===== src/rtl/ksa.sv =====
// ---------------------------------------------------------------------------
// ksa -- ARC4 key-scheduling stage.
//
// Starting from an S memory that holds the identity permutation, performs the
// 256 key-scheduling swaps using a 24-bit key. Each swap takes six cycles:
// read S[i], latch it and advance j, read S[j], latch it, write S[i], then
// write S[j]. The shared S memory is a synchronous RAM. Read data returns one
// cycle after the address is presented. A write takes effect at the rising
// edge.
//
// Ports:
//   clk       in   1   clock, rising edge
//   rst       in   1   asynchronous, active-high reset
//   en        in   1   start request, sampled only while rdy = 1
//   rdy       out  1   1 = idle, able to accept en
//   key       in  24   key[23:16] = byte 0, key[15:8] = byte 1, key[7:0] = byte 2
//   s_addr    out  8   S memory address
//   s_rddata  in   8   S memory read data (one cycle after s_addr)
//   s_wrdata  out  8   S memory write data
//   s_wren    out  1   S memory write enable
// ---------------------------------------------------------------------------
module ksa (
  input  logic        clk,
  input  logic        rst,
  input  logic        en,
  output logic        rdy,
  input  logic [23:0] key,
  output logic [7:0]  s_addr,
  input  logic [7:0]  s_rddata,
  output logic [7:0]  s_wrdata,
  output logic        s_wren
);

  typedef enum logic [2:0] {
    ST_IDLE,
    ST_RD_I,
    ST_LAT_I,
    ST_RD_J,
    ST_LAT_J,
    ST_WR_I,
    ST_WR_J
  } state_t;

  state_t      state_q, state_d;
  logic [7:0]  i_q, i_d;
  logic [7:0]  j_q, j_d;
  logic [7:0]  si_q, si_d;
  logic [7:0]  sj_q, sj_d;
  logic [23:0] kreg_q, kreg_d;

  // Key byte used at index idx: byte (idx mod 3), with byte 0 in the top bits.
  // Index 255 gives 255 mod 3 = 0, so the last iteration uses byte 0.
  function automatic logic [7:0] key_byte(input logic [23:0] k, input logic [7:0] idx);
    logic [7:0] sel;
    logic [7:0] kb;
    sel = idx % 8'd3;
    case (sel)
      8'd0:    kb = k[23:16];
      8'd1:    kb = k[15:8];
      default: kb = k[7:0];
    endcase
    return kb;
  endfunction

  // Next-state logic and Moore outputs
  always_comb begin
    state_d  = state_q;
    i_d      = i_q;
    j_d      = j_q;
    si_d     = si_q;
    sj_d     = sj_q;
    kreg_d   = kreg_q;
    rdy      = 1'b0;
    s_addr   = 8'd0;
    s_wrdata = 8'd0;
    s_wren   = 1'b0;

    case (state_q)
      ST_IDLE: begin
        rdy = 1'b1;
        if (en) begin
          // Latch the key now so that later changes on the key port do not
          // affect the run in progress.
          kreg_d  = key;
          i_d     = 8'd0;
          j_d     = 8'd0;
          state_d = ST_RD_I;
        end
      end

      ST_RD_I: begin
        s_addr  = i_q;
        state_d = ST_LAT_I;
      end

      ST_LAT_I: begin
        // j wraps modulo 256. The 8-bit sum discards the carries.
        si_d    = s_rddata;
        j_d     = j_q + s_rddata + key_byte(kreg_q, i_q);
        state_d = ST_RD_J;
      end

      ST_RD_J: begin
        s_addr  = j_q;
        state_d = ST_LAT_J;
      end

      ST_LAT_J: begin
        sj_d    = s_rddata;
        state_d = ST_WR_I;
      end

      ST_WR_I: begin
        s_addr   = i_q;
        s_wrdata = sj_q;
        s_wren   = 1'b1;
        state_d  = ST_WR_J;
      end

      ST_WR_J: begin
        // When i == j this second write lands on the same word and restores
        // the original value. That is the correct ARC4 result.
        s_addr   = j_q;
        s_wrdata = si_q;
        s_wren   = 1'b1;
        if (i_q == 8'd255) begin
          state_d = ST_IDLE;
        end else begin
          i_d     = i_q + 8'd1;
          state_d = ST_RD_I;
        end
      end

      default: begin
        state_d = ST_IDLE;
      end
    endcase
  end

  always_ff @(posedge clk or posedge rst) begin
    if (rst) begin
      state_q <= ST_IDLE;
      i_q     <= 8'd0;
      j_q     <= 8'd0;
      si_q    <= 8'd0;
      sj_q    <= 8'd0;
      kreg_q  <= 24'd0;
    end else begin
      state_q <= state_d;
      i_q     <= i_d;
      j_q     <= j_d;
      si_q    <= si_d;
      sj_q    <= sj_d;
      kreg_q  <= kreg_d;
    end
  end

endmodule


===== config.mk =====
export PLATFORM = sky130hd
export DESIGN_NAME = ksa
export DESIGN_NICKNAME = d
export VERILOG_FILES = /design/src/rtl/ksa.sv
export SDC_FILE = /design/constraint.sdc
export NUM_CORES = 1
export LEC_CHECK = 0
export BUFFER_PORTS_ARGS = -buffer_cell sky130_fd_sc_hd__buf_2
export CAP_MARGIN = 20
export CORE_MARGIN = 5
export CORE_UTILIZATION = 56
export DETAILED_ROUTE_END_ITERATION = 10
export PLACE_DENSITY = 0.8
export SETUP_SLACK_MARGIN = 0.15
export SLEW_MARGIN = 20
export SYNTH_ARGS = -nofsm -noshare
export SYNTH_HDL_FRONTEND = slang
export SYNTH_SLANG_ARGS = --single-unit

===== constraint.sdc =====
create_clock -name clk -period 8.4 [get_ports clk]
set_input_delay 0.42 -clock clk [delete_from_list [all_inputs] [get_ports clk]]
set_output_delay 0.42 -clock clk [all_outputs]
set_load 0.1 [all_outputs]

==> impl_results.md, run 1 <==
- Crit-path max cell delay: a little over 0.7 ns
- CTS tree: built
- ANT nets after route: 0
- Grt ovf: 0
- Post-CTS Setup Repair Bufs: 0
- Clock-pin slew on the worst setup and hold paths: ~0.07 ns
- Crit-path max FO: 17
- Worst R2R Path Depth: 26
- Reg2reg setup slack: between 1.5 and 2 ns
- Chip width: a little over 90 um
- Share of layout cells above drive strength 1: 26.5%
- Initial core utilization: between 50% and 60%
- Count of final hold-check violations: 0
- Post-synth EDFFs: 0
- Max Fclk: around 150 MHz
- Core ar.: roughly 6800 um2
- First-pass GRT wire length: roughly 14,000 um
- Area Growth Syn to Fin: 12.2%
- Worst Max-Slew Pin Slew: about 0.85 ns
- Most common cell after layout, fill and taps aside: dfrtp_1
- Kind of critical path: reg -> reg
- Library cells used by synthesis: between 60 and 70
- Post-route insts no fill: ~540
- P_leak: 1.97 nW
- Peak supply drop: around 0.23 mV
- Max_cap viols: 0
- Met2 WL: 3940 um
- Largest net degree at the start of global routing: 60
- Post-Synth Adder-Cell Area: under 10%
- CTS resizes: 0
- Antenna Cells: 0
- Post-DP HPWL: around 6300 um
- Critical Path Slowest Stage Cell: a211oi_2
- Clk_lat worst skew: around 0.35 ns
- Total Wirelength: 8480 um
- Complex-gate fraction of the synthesized area: approximately 18%
- Final nets: a little under 500
- Number of remaining DRC errors: 0
- Met1 WL: slightly below 4000 um
- Rows: 30
- Xor/xnor cell area share of the yosys netlist: 4.00%
- Multiplexer share of the synthesized area: 11.5%
- Endpoints failing setup: 0
- Pins Over Slew Limit: 0
- Syn_area_per_cell: 9.68 um2
- Die Y: ~94 um
- Main combinational cell family by area after synthesis: compound AO/OA/AOI/OAI gates
- Cells after DPL: between 500 and 600
- Routed vias: between 3,000 and 4,000
- Sum Neg Setup Slack: 0 ns
- Synth warnings: 0
- I/O Buffers: 52
- Sink Count: between 50 and 60
- Synthesized flop and latch total: roughly 60
- Fin crit share: between 70% and 80%
- H-tree Lvls: 3
- WL/cell: between 15 and 20 um
- WP data arrival: 6.70 ns
- Reg-to-reg endpoint: j_q[7]
- Post-Route Skew: roughly 0.012 ns
- Mapped Area: roughly 4000 um2
- GPL Wtd Cong: just over 0.9
- Tmin final: 6.50 ns
- Pre-antenna DRT Iters: 4
- Filler cell count in the final layout: approximately 550
- Commonest non-fill, non-tap cells in the layout: dfrtp_1 (59), nand2_1 (52), buf_2 (52)
- Initial antenna violation count: 0
- Min-Delay Path Class: in -> async
- Longest Clk Path Bufs: 2
- Worst setup EP type: register
- Util after Layout: around 65%
- Vias in the first global route: 2,998
- Highest routed layer: met4
- GR Util All Layers: between 20 and 25%
- Detailed-route vias per instance: 5.76
- Simple-gate share of the synthesized area: 16.1%
- RSZ-0062 raised after global routing: no
- Register area share after synthesis: 37.7%
- CP bufs+invs: 2
- CTS root buf: clkbuf_8
- Die Area: 8760 um2
- CTS Buf Count: 9
- Status: finished, final reports clean
- Syn Inst Count: 404
- Metal3 WL: around 510 um
- Top delay family on crit path: compound AO/OA/AOI/OAI gates
- Most common flop cell mapped by yosys: dfrtp_1
- Max_slew headroom: 43.2%
- Worst EP required: between 8 and 9 ns
- I/O pin cnt: 53
- CP Launch Type: register
- Asr flop ratio synth: 100%
- Final hold slack: about 0.28 ns
- RR Startpoint: i_q[6]
- Post-synth net total: between 400 and 500
- CTS Hold Bufs: 0
- P per Cell Area: about 430 nW/um2
- First DRT Iteration DRCs: ~200
report_power, final:
part / internal [mW] / leakage (nW) / total [mW] / switching [mW]
combinational: 0.453 / 1.15 / 1.10 / 0.643
sequential: 0.411 / 0.730 / 0.524 / 0.113
clock: 0.145 / 0.0950 / 0.266 / 0.122
total: 1.01 / 1.97 / 1.89 / 0.878
cells in the mapped netlist, types with 3 or more instances:
cell type | number | share of area [%]
a22o_1 | 10 | 2.2
a21o_1 | 7 | 1.3
nor2b_1 | 7 | 1.1
a31oi_1 | 3 | 0.48
nand3_1 | 3 | 0.38
inv_1 | 21 | 2.0
fa_1 | 8 | 4.1
clkbuf_1 | 18 | 1.7
o21ai_1 | 4 | 0.51
o211ai_1 | 3 | 0.58
xnor2_1 | 9 | 2.0
dfrtp_1 | 59 | 38
mux2i_1 | 8 | 2.0
nand4_1 | 5 | 0.80
ha_1 | 11 | 3.5
and2_1 | 6 | 0.96
a21oi_1 | 9 | 1.2
a22oi_1 | 8 | 1.5
o21ai_0 | 18 | 2.3
a221oi_2 | 3 | 1.2
buf_1 | 3 | 0.29
nor2_1 | 24 | 2.3
o31ai_1 | 4 | 0.77
o22ai_1 | 8 | 1.3
nand3b_1 | 3 | 0.58
nor3_1 | 5 | 0.64
xor2_1 | 7 | 1.6
buf_4 | 3 | 0.58
mux2_2 | 33 | 9.5
or3_1 | 4 | 0.64
nand2_1 | 52 | 5.0
flip-flops by register name, summed over array words and instances, names as in the netlist:
signal,flops
i_q,8
j_q,8
state_q,3
si_q,8
sj_q,8
kreg_q,24
through the flow:
stage / cell area (um2) / setup WS (ns) / total power [mW]
2_1_floorplan: 3910 / 2.63 / 1.41
3_3_place_gp: 4180 / 2.18 / 1.57
3_5_place_dp: 4180 / 1.94 / 1.62
4_1_cts: 4380 / 1.92 / 1.89
5_1_grt: 4390 / 1.33 / 2.03
6_report: 4390 / 1.90 / 1.89
tightest hold or removal path, cell delays in order:
cell	delay, ns
buf_2	0.10
inv_2	0.03
buf_4	0.59
cell families after synthesis:
kind of cell	after synthesis
compound gates	95
xor+xnor	17
fa+ha+maj	19
flops	59
buf+inv	48
simple gates	125
mux	41
metal layers:
metal	GRT usage, %	up-vias
met5	0	-
met4	6.02	0
met3	4.67	14
met2	31.3	82
met1	29.6	1518
li1	-	1509
worst max path at each step:
stage | start | to | slack, ns | depth (start not counted)
finish | i_q[6] | j_q[7] | 1.90 | 26
CTS | i_q[6] | j_q[7] | 1.92 | 26
detailed placement | i_q[6] | j_q[7] | 1.94 | 26
global route | i_q[6] | j_q[7] | 1.33 | 27
global placement | i_q[6] | j_q[7] | 2.18 | 27
floorplan | i_q[6] | j_q[7] | 2.63 | 31
cell type report:
type / count / area (um2) / area share [%]
clock buffers: 10 / 138 / 3.14
clock inverters: 5 / 62.6 / 1.43
flip-flops and latches: 59 / 1480 / 33.6
inverters: 21 / 78.8 / 1.80
repair buffers: 54 / 275 / 6.27
well taps: 96 / 120 / 2.74
multi-input cells: 297 / 2240 / 51.0
(Power assumes the default switching activity.)
==> run 2: changes to the inputs <==
- ABC_AREA: not set -> 1
- PLACE_DENSITY: 0.8 -> 0.81
- clock period: 8.4 -> 6.7 ns (I/O delays scaled with it)
==> impl_results.md, run 2 <==
- Status: finished, final reports clean
- Rows: 29
- RR Startpoint: i_q[5]
- WL/cell: roughly 14 um
- Post-Route Skew: 0.00955 ns
- DP Area: between 3000 and 4000 um2
- Crit-path max cell delay: ~0.46 ns
- Max Fclk: 177 MHz
- Met1 WL: 3510 um
- Largest Register: kreg_q
- Post-synth net total: 503
- CP bufs+invs: 10
- Worst Max-Slew Pin Slew: roughly 0.88 ns
- Critical Path Slowest Stage Cell: o21ai_2
- Detailed-route vias per instance: about 5.4
- Syn_area_per_cell: approximately 7.9 um2
- Fin crit share: between 80% and 90%
- Worst setup EP type: register
- Vias in the first global route: about 3,100
- Share of layout cells above drive strength 1: 19.5%
- Most common flop cell mapped by yosys: dfrtp_1
- Initial core utilization: a little under three fifths
- Final nets: 557
- Crit-path max FO: 11
- GPL Wtd Cong: roughly 0.94
- Chip width: 89.7 um
- Register area share after synthesis: 41.5%
- Final setup margin: 1.06 ns
- CTS Buf Count: 9
- Initial antenna violation count: 0
- Met2 WL: ~3900 um
- H-tree Lvls: 3
- Footprint of the multi-input gates: roughly 1800 um2
- Dominant cell type by area after synthesis: dfrtp_1
- Crit path top cell by count: inv_1
- Synthesized flop and latch total: 59
- Highest routed layer: met4
- Antenna Cells: 0
- Sum Neg Setup Slack: 0 ns
- Top delay family on crit path: simple AND/OR/NAND/NOR gates
- First DRT Iteration DRCs: roughly 170
- Core ar.: around 6300 um2
- Post-synth top cells: nand2_1 (138), dfrtp_1 (59), inv_1 (58), nand3_1 (32), o21ai_0 (32)
- Dpl ws: ~1.1 ns
- Sink Count: 59
- CTS root buf: clkbuf_8
- Post-synth top area share: 41.5%
- Largest cells by area after synthesis: dfrtp_1 (42%), nand2_1 (15%), inv_1 (6.1%)
- Pins Over Slew Limit: 0
- Kind of critical path: reg -> reg
- Grt ovf: 0
- ANT nets after route: 0
- Tmin final: about 5.6 ns
- CTS resizes: 0
- Area Growth Syn to Fin: 15.8%
- Worst Min Path Start: key[23]
- First-pass GRT wire length: 14,000 um
- Clock-pin slew on the worst setup and hold paths: 0.07 ns
- Most common cell in the synthesized netlist: nand2_1
- Die Area: around 8000 um2
- Reg-to-reg endpoint: j_q[7]
- Reg2reg setup slack: ~1.1 ns
- Hold Path Sink: kreg_q[23]
- Max_slew headroom: approximately two fifths
- Mapped Area: ~3600 um2
- Count of final hold-check violations: 0
- Endpoints failing setup: 0
- Final hold slack: 0.181 ns
- Hold path depth: 3
- Number of remaining DRC errors: 0
- Worst EP required: between 6 and 7 ns
- I/O pin cnt: 53
- Clk_lat worst skew: ~0.34 ns
- GR Util All Layers: between 20% and 30%
- I/O Buffers: 52
- Commonest non-fill, non-tap cells in the layout: nand2_1 (138), dfrtp_1 (59), inv_1 (57)
- Max reg flops: 24
- Most common cell after layout, fill and taps aside: nand2_1
- Metal3 WL: between 500 and 600 um
- Post-DP HPWL: just under 6000 um
- Worst R2R Path Depth: 39
- Library cells used by synthesis: 35
- Routed vias: ~3,100
- RSZ-0062 raised after global routing: no
- Synth warnings: 0
- Post-synth EDFFs: 0
- Longest Clk Path Bufs: 2
- Asr flop ratio synth: between 90% and 100%
- Total Wirelength: between 8000 and 9000 um
- Largest net degree at the start of global routing: 60
- CTS tree: built
- Die Y: about 90 um
- Filler cell count in the final layout: ~530
- Syn Inst Count: between 400 and 500
- Min-Delay Path Class: in -> reg
- Post-CTS Setup Repair Bufs: 0
- Max_cap viols: 0
- Final design area excluding fillers: a little over 4000 um2
- Sequential cell area: 1480 um2
- Pre-antenna DRT Iters: 5
- CP Launch Type: register
- CTS Hold Bufs: 0
- WP data arrival: 5.88 ns
[run 2: logic make-up after synthesis]
family	share of synthesized area, %
buffers and inverters	8.23
AOI/OAI and AO/OA	13.0
adders and majority gates	8.37
DFF	41.5
and+or+nand+nor	27.6
xor gates and xnor gates	1.23
[run 2: worst max path at each step]
| stage | from | to | cells after the start |
|---|---|---|---|
| floorplan | i_q[5] | j_q[7] | 43 |
| global placement | i_q[5] | j_q[7] | 42 |
| detailed placement | i_q[5] | j_q[7] | 39 |
| CTS | i_q[5] | j_q[7] | 39 |
| global route | i_q[5] | j_q[7] | 40 |
| finish | i_q[5] | j_q[7] | 39 |
[run 2: metrics by stage]
step / utilization, % / cells
finish: 65.6 / 585
global placement: 61.7 / 569
CTS: 65.6 / 585
detailed placement: 61.7 / 569
global route: 65.6 / 585
floorplan: - / 449
[run 2: final cells by class]
| class | instances | share of cell area (%) |
|---|---|---|
| clock inverter | 7 | 3.01 |
| tap | 77 | 2.34 |
| timing repair buffer | 53 | 6.50 |
| multi-input combinational | 315 | 43.4 |
| sequential | 59 | 35.8 |
| inverter | 65 | 5.92 |
| clock buffer | 9 | 3.01 |
[run 2: metal layers]
layer  vias up  global-route usage [%]
met4         0                    6.30
li1       1574                       -
met3         7                    6.76
met5         -                       0
met2       114                    34.5
met1      1447                    26.4
[run 2: worst reg2reg max path, delay by kind of cell, from the launching register on]
kind	cells	cell delay (ns)
flops	1	0.41
buf+inv	10	0.66
compound gates	7	1.27
fa+ha+maj	5	1.44
xor+xnor	1	0.16
simple gates	16	1.57
Power of run 2 is not shown: default switching activity piles up to over one toggle a cycle in this logic, so the estimate is an artifact.
